<file path="src/rtl/cdb_arbiter_pkg.sv">
// rtl/cdb_arbiter_pkg.sv - shared CDB widths, tag encoding and the CdbEntry record
// Falls back to local defaults when the common_def macros are not already defined.
`ifndef COMMON_WIDTH
`define COMMON_WIDTH 32
`endif
`ifndef REG_NUM_WIDTH
`define REG_NUM_WIDTH 5
`endif
`ifndef INST_TAG_WIDTH
`define INST_TAG_WIDTH 6
`endif
`ifndef TAG_INVALID
`define TAG_INVALID 6'd0
`endif

package cdb_arbiter_pkg;

  localparam int COMMON_WIDTH   = `COMMON_WIDTH;
  localparam int REG_NUM_WIDTH  = `REG_NUM_WIDTH;
  localparam int INST_TAG_WIDTH = `INST_TAG_WIDTH;
  localparam int QUEUE_DEPTH    = 2;

  typedef logic [COMMON_WIDTH-1:0]   data_t;
  typedef logic [REG_NUM_WIDTH-1:0]  reg_t;
  typedef logic [INST_TAG_WIDTH-1:0] tag_t;

  localparam tag_t TAG_INVALID = `TAG_INVALID;

  typedef struct packed {
    data_t data;
    reg_t  reg_idx;
    tag_t  tag;
  } CdbEntry;

  // Idle broadcast must target r0 with data 0 and a tag no station can match.
  localparam CdbEntry IDLE_ENTRY = '{data: '0, reg_idx: '0, tag: TAG_INVALID};

endpackage

</file>
<file path="src/rtl/cdb_arbiter_if.sv">
// rtl/cdb_arbiter_if.sv - functional-unit result ports and CDB broadcast bundle
interface cdb_arbiter_if
  import cdb_arbiter_pkg::*;
#(
  parameter int SRC_NUM = 4
);

  logic [SRC_NUM-1:0] src_valid;
  logic [SRC_NUM-1:0] src_ready;
  data_t              src_data [SRC_NUM];
  reg_t               src_reg  [SRC_NUM];
  tag_t               src_tag  [SRC_NUM];

  logic               cdb_valid;
  data_t              wd;
  reg_t               wr;
  tag_t               w_tag;

  modport master (
    output src_valid, src_data, src_reg, src_tag,
    input  src_ready, cdb_valid, wd, wr, w_tag
  );

  modport slave (
    input  src_valid, src_data, src_reg, src_tag,
    output src_ready, cdb_valid, wd, wr, w_tag
  );

endinterface

</file>
<file path="src/rtl/cdb_src_queue.sv">
// rtl/cdb_src_queue.sv - 2-entry per-source result FIFO cleared by rst_tag
module cdb_src_queue
  import cdb_arbiter_pkg::*;
(
  input  logic    clk,
  input  logic    rst_tag,
  input  logic    push,
  input  logic    pop,
  input  CdbEntry push_entry,
  output CdbEntry head,
  output logic    empty,
  output logic    ready
);

  CdbEntry    slot_q [QUEUE_DEPTH];
  CdbEntry    slot_d [QUEUE_DEPTH];
  logic       rd_ptr_q, rd_ptr_d;
  logic [1:0] count_q, count_d;
  logic       wr_ptr;

  always_comb begin
    slot_d   = slot_q;
    rd_ptr_d = rd_ptr_q;
    count_d  = count_q;
    // Two slots, so the tail sits one past the head exactly when count is odd.
    wr_ptr   = rd_ptr_q ^ count_q[0];
    if (pop) begin
      rd_ptr_d = ~rd_ptr_q;
    end
    if (push) begin
      slot_d[wr_ptr] = push_entry;
    end
    case ({push, pop})
      2'b10:   count_d = count_q + 2'd1;
      2'b01:   count_d = count_q - 2'd1;
      default: count_d = count_q;
    endcase
  end

  always_ff @(posedge clk or posedge rst_tag) begin
    if (rst_tag) begin
      for (int i = 0; i < QUEUE_DEPTH; i++) begin
        slot_q[i] <= IDLE_ENTRY;
      end
      rd_ptr_q <= 1'b0;
      count_q  <= 2'd0;
    end else begin
      slot_q   <= slot_d;
      rd_ptr_q <= rd_ptr_d;
      count_q  <= count_d;
    end
  end

  assign head  = slot_q[rd_ptr_q];
  assign empty = (count_q == 2'd0);
  assign ready = (count_q != 2'd2);

endmodule

</file>
<file path="src/rtl/cdb_arbiter.sv">
// rtl/cdb_arbiter.sv - round-robin CDB write-back arbiter with registered broadcast
// Optional same-cycle bypass of empty queues: CDB_BYPASS_EN.
module cdb_arbiter
  import cdb_arbiter_pkg::*;
#(
  parameter int SRC_NUM = 4
)(
  input logic           clk,
  input logic           rst_tag,
  cdb_arbiter_if.slave  bus
);

  localparam int PTR_W = $clog2(SRC_NUM);

  logic [SRC_NUM-1:0]   q_empty, q_ready, push, pop, req, byp;
  logic [2*SRC_NUM-1:0] req2;
  CdbEntry              head     [SRC_NUM];
  CdbEntry              in_entry [SRC_NUM];
  logic [PTR_W-1:0]     rr_q, rr_d, win;
  logic                 win_found;
  logic                 cdb_valid_q, cdb_valid_d;
  CdbEntry              bcast_q, bcast_d;

  for (genvar i = 0; i < SRC_NUM; i++) begin : g_src
    assign in_entry[i] = '{data: bus.src_data[i], reg_idx: bus.src_reg[i], tag: bus.src_tag[i]};
    assign bus.src_ready[i] = q_ready[i];

    cdb_src_queue u_queue (
      .clk        (clk),
      .rst_tag    (rst_tag),
      .push       (push[i]),
      .pop        (pop[i]),
      .push_entry (in_entry[i]),
      .head       (head[i]),
      .empty      (q_empty[i]),
      .ready      (q_ready[i])
    );
  end

  always_comb begin
    byp = '0;
`ifdef CDB_BYPASS_EN
    // An empty queue lets a fresh valid result compete directly this cycle.
    for (int i = 0; i < SRC_NUM; i++) begin
      byp[i] = q_empty[i] && bus.src_valid[i] && (bus.src_tag[i] != TAG_INVALID);
    end
`endif
    req  = ~q_empty | byp;
    req2 = {req, req} >> rr_q;

    win_found = 1'b0;
    win       = '0;
    for (int k = 0; k < SRC_NUM; k++) begin
      if (!win_found && req2[k]) begin
        win_found = 1'b1;
        win       = PTR_W'((int'(rr_q) + k) % SRC_NUM);
      end
    end

    for (int i = 0; i < SRC_NUM; i++) begin
      pop[i]  = win_found && (win == PTR_W'(i)) && !q_empty[i];
      // Invalid-tag results complete the handshake but are never stored.
      push[i] = bus.src_valid[i] && q_ready[i] && (bus.src_tag[i] != TAG_INVALID)
                && !(win_found && (win == PTR_W'(i)) && byp[i]);
    end

    if (win_found) begin
      cdb_valid_d = 1'b1;
      bcast_d     = q_empty[win] ? in_entry[win] : head[win];
      rr_d        = (int'(win) == SRC_NUM - 1) ? '0 : win + PTR_W'(1);
    end else begin
      cdb_valid_d = 1'b0;
      bcast_d     = IDLE_ENTRY;
      rr_d        = rr_q;
    end
  end

  always_ff @(posedge clk or posedge rst_tag) begin
    if (rst_tag) begin
      rr_q        <= '0;
      cdb_valid_q <= 1'b0;
      bcast_q     <= IDLE_ENTRY;
    end else begin
      rr_q        <= rr_d;
      cdb_valid_q <= cdb_valid_d;
      bcast_q     <= bcast_d;
    end
  end

  assign bus.cdb_valid = cdb_valid_q;
  assign bus.wd        = bcast_q.data;
  assign bus.wr        = bcast_q.reg_idx;
  assign bus.w_tag     = bcast_q.tag;

endmodule

</file>
<file path="src/flat_wrapper.sv">
// flat-port wrapper written by rule: the top's interface ports become plain ports
module cdb_arbiter_flat import cdb_arbiter_pkg::*;
#(
  parameter int SRC_NUM = 4
)
  (clk, rst_tag, bus_src_valid, bus_src_data, bus_src_reg, bus_src_tag, bus_src_ready, bus_cdb_valid, bus_wd, bus_wr, bus_w_tag);
  cdb_arbiter_if #(.SRC_NUM(SRC_NUM)) bus_i ();
  input logic clk;
  input logic rst_tag;
  input wire logic [$bits(bus_i.src_valid)-1:0] bus_src_valid;
  input wire logic [$bits(bus_i.src_data)-1:0] bus_src_data;
  input wire logic [$bits(bus_i.src_reg)-1:0] bus_src_reg;
  input wire logic [$bits(bus_i.src_tag)-1:0] bus_src_tag;
  output wire logic [$bits(bus_i.src_ready)-1:0] bus_src_ready;
  output wire logic [$bits(bus_i.cdb_valid)-1:0] bus_cdb_valid;
  output wire logic [$bits(bus_i.wd)-1:0] bus_wd;
  output wire logic [$bits(bus_i.wr)-1:0] bus_wr;
  output wire logic [$bits(bus_i.w_tag)-1:0] bus_w_tag;
  assign bus_i.src_valid = bus_src_valid;
  assign bus_i.src_data = {>>{bus_src_data}};
  assign bus_i.src_reg = {>>{bus_src_reg}};
  assign bus_i.src_tag = {>>{bus_src_tag}};
  assign bus_src_ready = bus_i.src_ready;
  assign bus_cdb_valid = bus_i.cdb_valid;
  assign bus_wd = bus_i.wd;
  assign bus_wr = bus_i.wr;
  assign bus_w_tag = bus_i.w_tag;
  cdb_arbiter #(.SRC_NUM(SRC_NUM)) u_core (.clk(clk), .rst_tag(rst_tag), .bus(bus_i));
endmodule
</file>
<file path="config.mk">
export PLATFORM = sky130hd
export DESIGN_NAME = cdb_arbiter_flat
export DESIGN_NICKNAME = d
export VERILOG_FILES = /design/src/rtl/cdb_arbiter_pkg.sv /design/src/rtl/cdb_arbiter_if.sv /design/src/rtl/cdb_src_queue.sv /design/src/rtl/cdb_arbiter.sv /design/src/flat_wrapper.sv
export SDC_FILE = /design/constraint.sdc
export NUM_CORES = 1
export LEC_CHECK = 0
export ABC_AREA = 1
export CORE_ASPECT_RATIO = 0.8
export CORE_MARGIN = 2
export CORE_UTILIZATION = 45
export CTS_BUF_LIST = sky130_fd_sc_hd__clkbuf_4 sky130_fd_sc_hd__clkbuf_8
export DETAILED_ROUTE_END_ITERATION = 12
export HOLD_SLACK_MARGIN = 0.12
export PLACE_DENSITY = 0.69
export SLEW_MARGIN = 20
export SYNTH_ARGS = -nofsm -noshare
export SYNTH_HDL_FRONTEND = slang
export SYNTH_SLANG_ARGS = --single-unit
</file>
<file path="constraint.sdc">
create_clock -name clk -period 12.5 [get_ports clk]
set_input_delay 1.875 -clock clk [delete_from_list [all_inputs] [get_ports clk]]
set_output_delay 1.875 -clock clk [all_outputs]
set_load 0.02 [all_outputs]
</file>
==> reports/metrics.cfg, run 1 <==
[status]
status=complete, no violations

[power]
power_leakage_nw=11.5
p_per_area_nw_per_um2=318
ir_worst_vdd_uv=207

[routing]
wl_mm=56.3
first_pass_iters=8
num_vias=16600
wl_per_cell_um=17.8
route.detailed.drc=0
first_iter_violations=1948
vias_per_cell=5.24
antenna_left=0

[worst_setup_path]
critical_path.max_fanout=149
critical_path_class=in2async
worstSetupEndpointType=async pin
start_kind=primary input
cp.required_ns=13.10
cp.arrival_ns=4.52

[layout]
area_growth_pct=20.4
fillers=3723
antenna_cells=0
nets=2765
stdcell_area_um2=22500
drive_gt1_share_pct=6.40
post-route-util_pct=55.2

[flow_run]
maxCapViolations=0

[synthesis]
async_flop_share_pct=100
synth_cells=2419
synth-edff-count=0
ys_ff_latch=402
avgSynthCellArea_um2=7.73
yosysMostFrequentCell=nand2_1
synthFlopType=dfrtp_1
ys_seq_area_share_pct=53.8
ys_warn_count=0
ys_top_cells_by_area=dfrtp_1 (54%), nand2_1 (21%), o21ai_0 (9.4%)
syn_nets=2602
synth_common_cells=nand2_1 (1,022), dfrtp_1 (402), o21ai_0 (350)
yosys.area.top_type=dfrtp_1
yosysTopAreaCellShare_pct=53.8
ys_types=29
netlist_area_um2=18700

[timing]
worstMarginPinSlew_ns=0.940
period_minus_slack_ns=3.92
grt_setup_unrepaired=false
slew_violations=0
finalHoldViolations=0
final.period_utilization_pct=31.3
setup-violations-final=0
hold_slack_ns=0.484
slew_headroom_pct=37.3
max_freq_mhz=255
finClkSkew_ns=0.0356
setup_tns_ns=0

[global_routing]
grt_pass1_wl_mm=87.3
track_usage_pct=26.4
overflow=0
antenna_found_initial=0
grt_pass1_vias=15900
grt_max_degree=150

[floorplan]
start_util_pct=45.8
die_h_um=186
die_area_um2=43200
die_x_um=232
io_pins=226
rows=66
core_area_um2=40800

[place]
routabilityCongestion=0.873
dpl-instance-area_um2=21200
dp_hpwl_mm=38.3
port-buffer-count=225

[worst_hold_path]
worstHoldPathType=reg2reg

[clock_network]
cts.sinks=402
cts_resized=0
h-tree-depth=3
cts-root-buf=clkbuf_8
cts_buffers=67
clockBufferDepth=3
postCtsSetupRepairBufs=0
cts_hold_buf=0
clk_pin_slew_worst_paths_ns=0.06
clk_latency_ns=0.60
cts_tree=yes

-- path summary, 6_finish.rpt --
kind	from	end	slack (ns)	depth (start not counted)
worst max-delay path	rst_tag	u_core.g_src[3].u_queue.slot_q[2]	8.58	4
worst min-delay path	u_core.g_src[2].u_queue.slot_q[63]	u_core.g_src[2].u_queue.slot_q[63]	0.48	2
worst max register to register	u_core.g_src[3].u_queue.count_q[0]	u_core.g_src[3].u_queue.count_q[1]	8.60	15
worst min register to register	u_core.g_src[2].u_queue.slot_q[63]	u_core.g_src[2].u_queue.slot_q[63]	0.48	2
max in group clk	u_core.g_src[3].u_queue.count_q[0]	u_core.g_src[3].u_queue.count_q[1]	8.60	15
min in group asynchronous	rst_tag	u_core.g_src[0].u_queue.slot_q[43]	1.86	2
-- critical path, stage by stage --
cell and delay (ns):
clkdlybuf4s50_1 0.47, clkinvlp_4 0.63, buf_4 0.76, buf_12 0.68
-- routing by layer --
layer	routed length, µm	track usage, %	up-vias
li1	-	-	7873
met1	24100	37.1	7884
met2	25200	40.1	726
met3	5130	6.13	104
met4	1820	9.59	0
met5	0	0	-
-- stage by stage --
stage               instances  setup WS [ns]  power (mW)
floorplan                2419           5.21        4.73
finish                   3167           8.58        7.16
CTS                      3167           8.14        7.12
global route             3167           8.17        7.73
global placement         3057           7.66        5.81
detailed placement       3057           7.51        5.93
-- kinds of logic (layout without fill, tap and decap cells) --
family                   count (synthesis)  count (layout)  share of synthesized area, %
AO/OA/AOI/OAI                          360             360                          9.71
XOR/XNOR                                16              16                         0.750
AND/OR/NAND/NOR                       1286            1286                          27.8
flip-flops                             402             402                          53.8
adder cells (fa/ha/maj)                  5               5                         0.335
buffers and inverters                  350             554                          7.62
-- final cells by class --
cell class                      instances  area, µm²  share of cell area (%)
Clock buffer                          103       1270                    5.63
Clock inverter                          7       66.3                   0.295
Inverter                              193        731                    3.25
Multi-Input combinational cell       1667       7240                    32.2
Sequential cell                       402      10100                    44.7
Tap cell                              544        681                    3.02
Timing Repair Buffer                  251       2460                    10.9
-- report_power, final --
part | internal [mW] | total, mW | switching, mW | leakage (nW)
registers | 1.97 | 2.32 | 0.352 | 4.98
logic | 1.14 | 3.65 | 2.51 | 5.84
clock network | 0.662 | 1.18 | 0.520 | 0.713
total | 3.78 | 7.16 | 3.38 | 11.5
-- sequential cells by signal, summed over array words and instances (netlist names) --
register	count
u_core.bus.wr	5
u_core.rr_q	2
u_core.bus.cdb_valid	1
u_core.bus.wd	32
u_core.g_src.u_queue.slot_q	344
u_core.g_src.u_queue.rd_ptr_q	4
u_core.bus.w_tag	6
u_core.g_src.u_queue.count_q	8
-- layout by cell type (no fill, tap or decap), types with 4 or more instances in the layout --
cell type        netlist  routed
a21boi_0               4       4
a21oi_1                5       5
buf_4                 10      24
clkbuf_4               0      24
clkbuf_8               0      79
clkdlybuf4s50_1        0     225
clkinv_1               4       4
clkinv_2               0       4
dfrtp_1              402     402
ha_1                   5       5
inv_1                184     183
inv_2                  4       4
nand2_1             1022    1022
nand2_2                5       5
nand3_1              193     189
nand3_2                2       5
nor2_1                44      44
nor2_4                 5       6
nor4_1                 4       4
o21ai_0              350     350
or2_2                  0       4
xnor2_1               12      12
xor2_1                 4       4
No activity file was read; power rests on OpenSTA's default activity.
==> run 2, diff against run 1 <==
clock period = 3.6 ns   (was 12.5 ns; I/O delays follow)
==> run 2 against run 1 <==
  * Total power rose to 3.5 times the previous value
  * Flip-flop and latch count unchanged
  * Routed wire length up 0.79%
  * Critical path depth up 12
  * First-iteration DRC count down 9.4%
  * Critical path type is now reg2reg
  * Largest cell class unchanged
==> reports/metrics.cfg, run 2 (same netlist as run 1, synthesis figures left out) <==
[worst_setup_path]
cp.required_ns=4.09
cp_top_family=simple AND/OR/NAND/NOR gates
critical_path.max_fanout=33
critical_path_class=reg2reg
worstSetupEndpointType=flop
start_kind=flop
cpPeakStageDelay_ns=0.55
path_buf_inv=3
r2r-start=u_core.rr_q[0]
cp_cell_sequence=inv_4 -> nand2_1 -> nand2_1 -> nand2_1 -> nand2_1 -> nand3_1 -> nand2_2 -> inv_2 -> nand3_4 -> ha_1 -> o21ai_0 -> inv_1 -> ha_1 -> a21oi_1 -> o21ai_0 -> xnor2_1
crit_start=u_core.rr_q[0]
crit_top_cell=nand2_1
cp.arrival_ns=3.46
critPathSlowestCell=dfrtp_1

[routing]
wl_mm=56.8
route.detailed.drc=0
wl_met3_mm=5.22
m1WireLength_mm=24.4
first_iter_violations=1764
topRoutingLayerUsed=met4
num_vias=16600
wl_per_cell_um=17.8
route.met2.wl_mm=25.0
antenna_left=0
vias_per_cell=5.19
first_pass_iters=6

[global_routing]
grt_pass1_wl_mm=87.1
grt_max_degree=99
overflow=0
grt_pass1_vias=15700
antenna_found_initial=0
track_usage_pct=26.4

[clock_network]
cts_hold_buf=0
postCtsSetupRepairBufs=0
cts_tree=yes
h-tree-depth=3
clk_latency_ns=0.61
clk_pin_slew_worst_paths_ns=0.06
cts_buffers=66
cts_resized=0
clockBufferDepth=3
cts.sinks=402
cts-root-buf=clkbuf_8

[power]
ir_worst_vdd_uv=586
swShare_pct=46.3
total_power_mw=24.9
power_leakage_nw=11.7
switching_power_mw=11.5
power_frac_clock_pct=17.1
pwr-share-seq_pct=32.8
p_per_area_nw_per_um2=1090
p_int_mw=13.4
combPwrFrac_pct=50.0

[timing]
slew_headroom_pct=41.5
hold_slack_ns=0.373
slew_violations=0
finalHoldViolations=0
max_freq_mhz=336
finClkSkew_ns=0.0335
grt_setup_unrepaired=false
setup-violations-final=0
period_minus_slack_ns=2.97
final.period_utilization_pct=82.6
worstMarginPinSlew_ns=0.878

[place]
dp_hpwl_mm=40.1
routabilityCongestion=0.902
dpl-instance-area_um2=21400
port-buffer-count=225

[layout]
fillers=3753
nets=2781
post-route-util_pct=55.9
stdcell_area_um2=22800
final_common_cell=nand2_1
top_register=u_core.g_src.u_queue.slot_q
drive_gt1_share_pct=7.29
final_cell_mix=nand2_1 (1,022), dfrtp_1 (402), o21ai_0 (350), clkdlybuf4s50_1 (225), nand3_1 (189)
area_growth_pct=22.1
largest_reg_flops=344
antenna_cells=0

[floorplan]
rows=66
core_area_um2=40800
io_pins=226
die_h_um=186
die_area_um2=43200
die_x_um=232
start_util_pct=45.8

[worst_hold_path]
worstHoldPathType=in2async

[status]
status=complete, no violations

[flow_run]
maxCapViolations=0

-- run 2: cell types whose count changed in the layout (fill, tap and decap cells not counted), sizes merged --
cell / delta
buf: +17
clkbuf: +6
clkinv: -2
clkinvlp: +2
inv: +2
-- run 2: per-stage QoR --
| stage | setup TNS (ns) | worst slack, ns | instances |
|---|---|---|---|
| floorplan | -946.20 | -2.35 | 2419 |
| CTS | 0 | 0.663 | 3192 |
| global route | 0 | 0.383 | 3192 |
| detailed placement | 0 | 0.669 | 3074 |
| finish | 0 | 0.626 | 3192 |
| global placement | 0 | 0.699 | 3074 |
-- run 2: final timing paths --
check,to,slack (ns),cells after the start
worst max-delay path,u_core.g_src[3].u_queue.count_q[1],0.63,16
worst min-delay path,u_core.g_src[0].u_queue.slot_q[71],0.37,2
worst max register to register,u_core.g_src[3].u_queue.count_q[1],0.63,16
worst min register to register,u_core.g_src[0].u_queue.slot_q[28],0.48,2
max in group asynchronous,u_core.g_src[3].u_queue.slot_q[80],2.22,4
min in group clk,u_core.g_src[0].u_queue.slot_q[28],0.48,2
-- run 2: cell type report --
class	instances	area (µm²)	share of cell area, %
Timing Repair Buffer	268	2690	11.8
Multi-Input combinational cell	1667	7240	31.7
Clock buffer	109	1330	5.81
Tap cell	544	681	2.98
Clock inverter	9	88.8	0.389
Sequential cell	402	10100	44.1
Inverter	193	731	3.20
-- run 2: power groups by stage --
stage	clock [mW]	combinational (mW)	sequential, mW
after detailed placement	0	12.4	8.19
after global routing	4.55	14.0	8.41
after global placement	0	12.1	8.11
after CTS	4.33	12.4	8.14
final	4.27	12.5	8.17
after floorplan	0	8.42	8.02
-- run 2: layer usage --
metal / up-vias / global-route usage (%)
met1: 7815 / 37.4
met5: - / 0
li1: 7916 / -
met3: 113 / 5.99
met2: 710 / 39.4
met4: 0 / 10.9
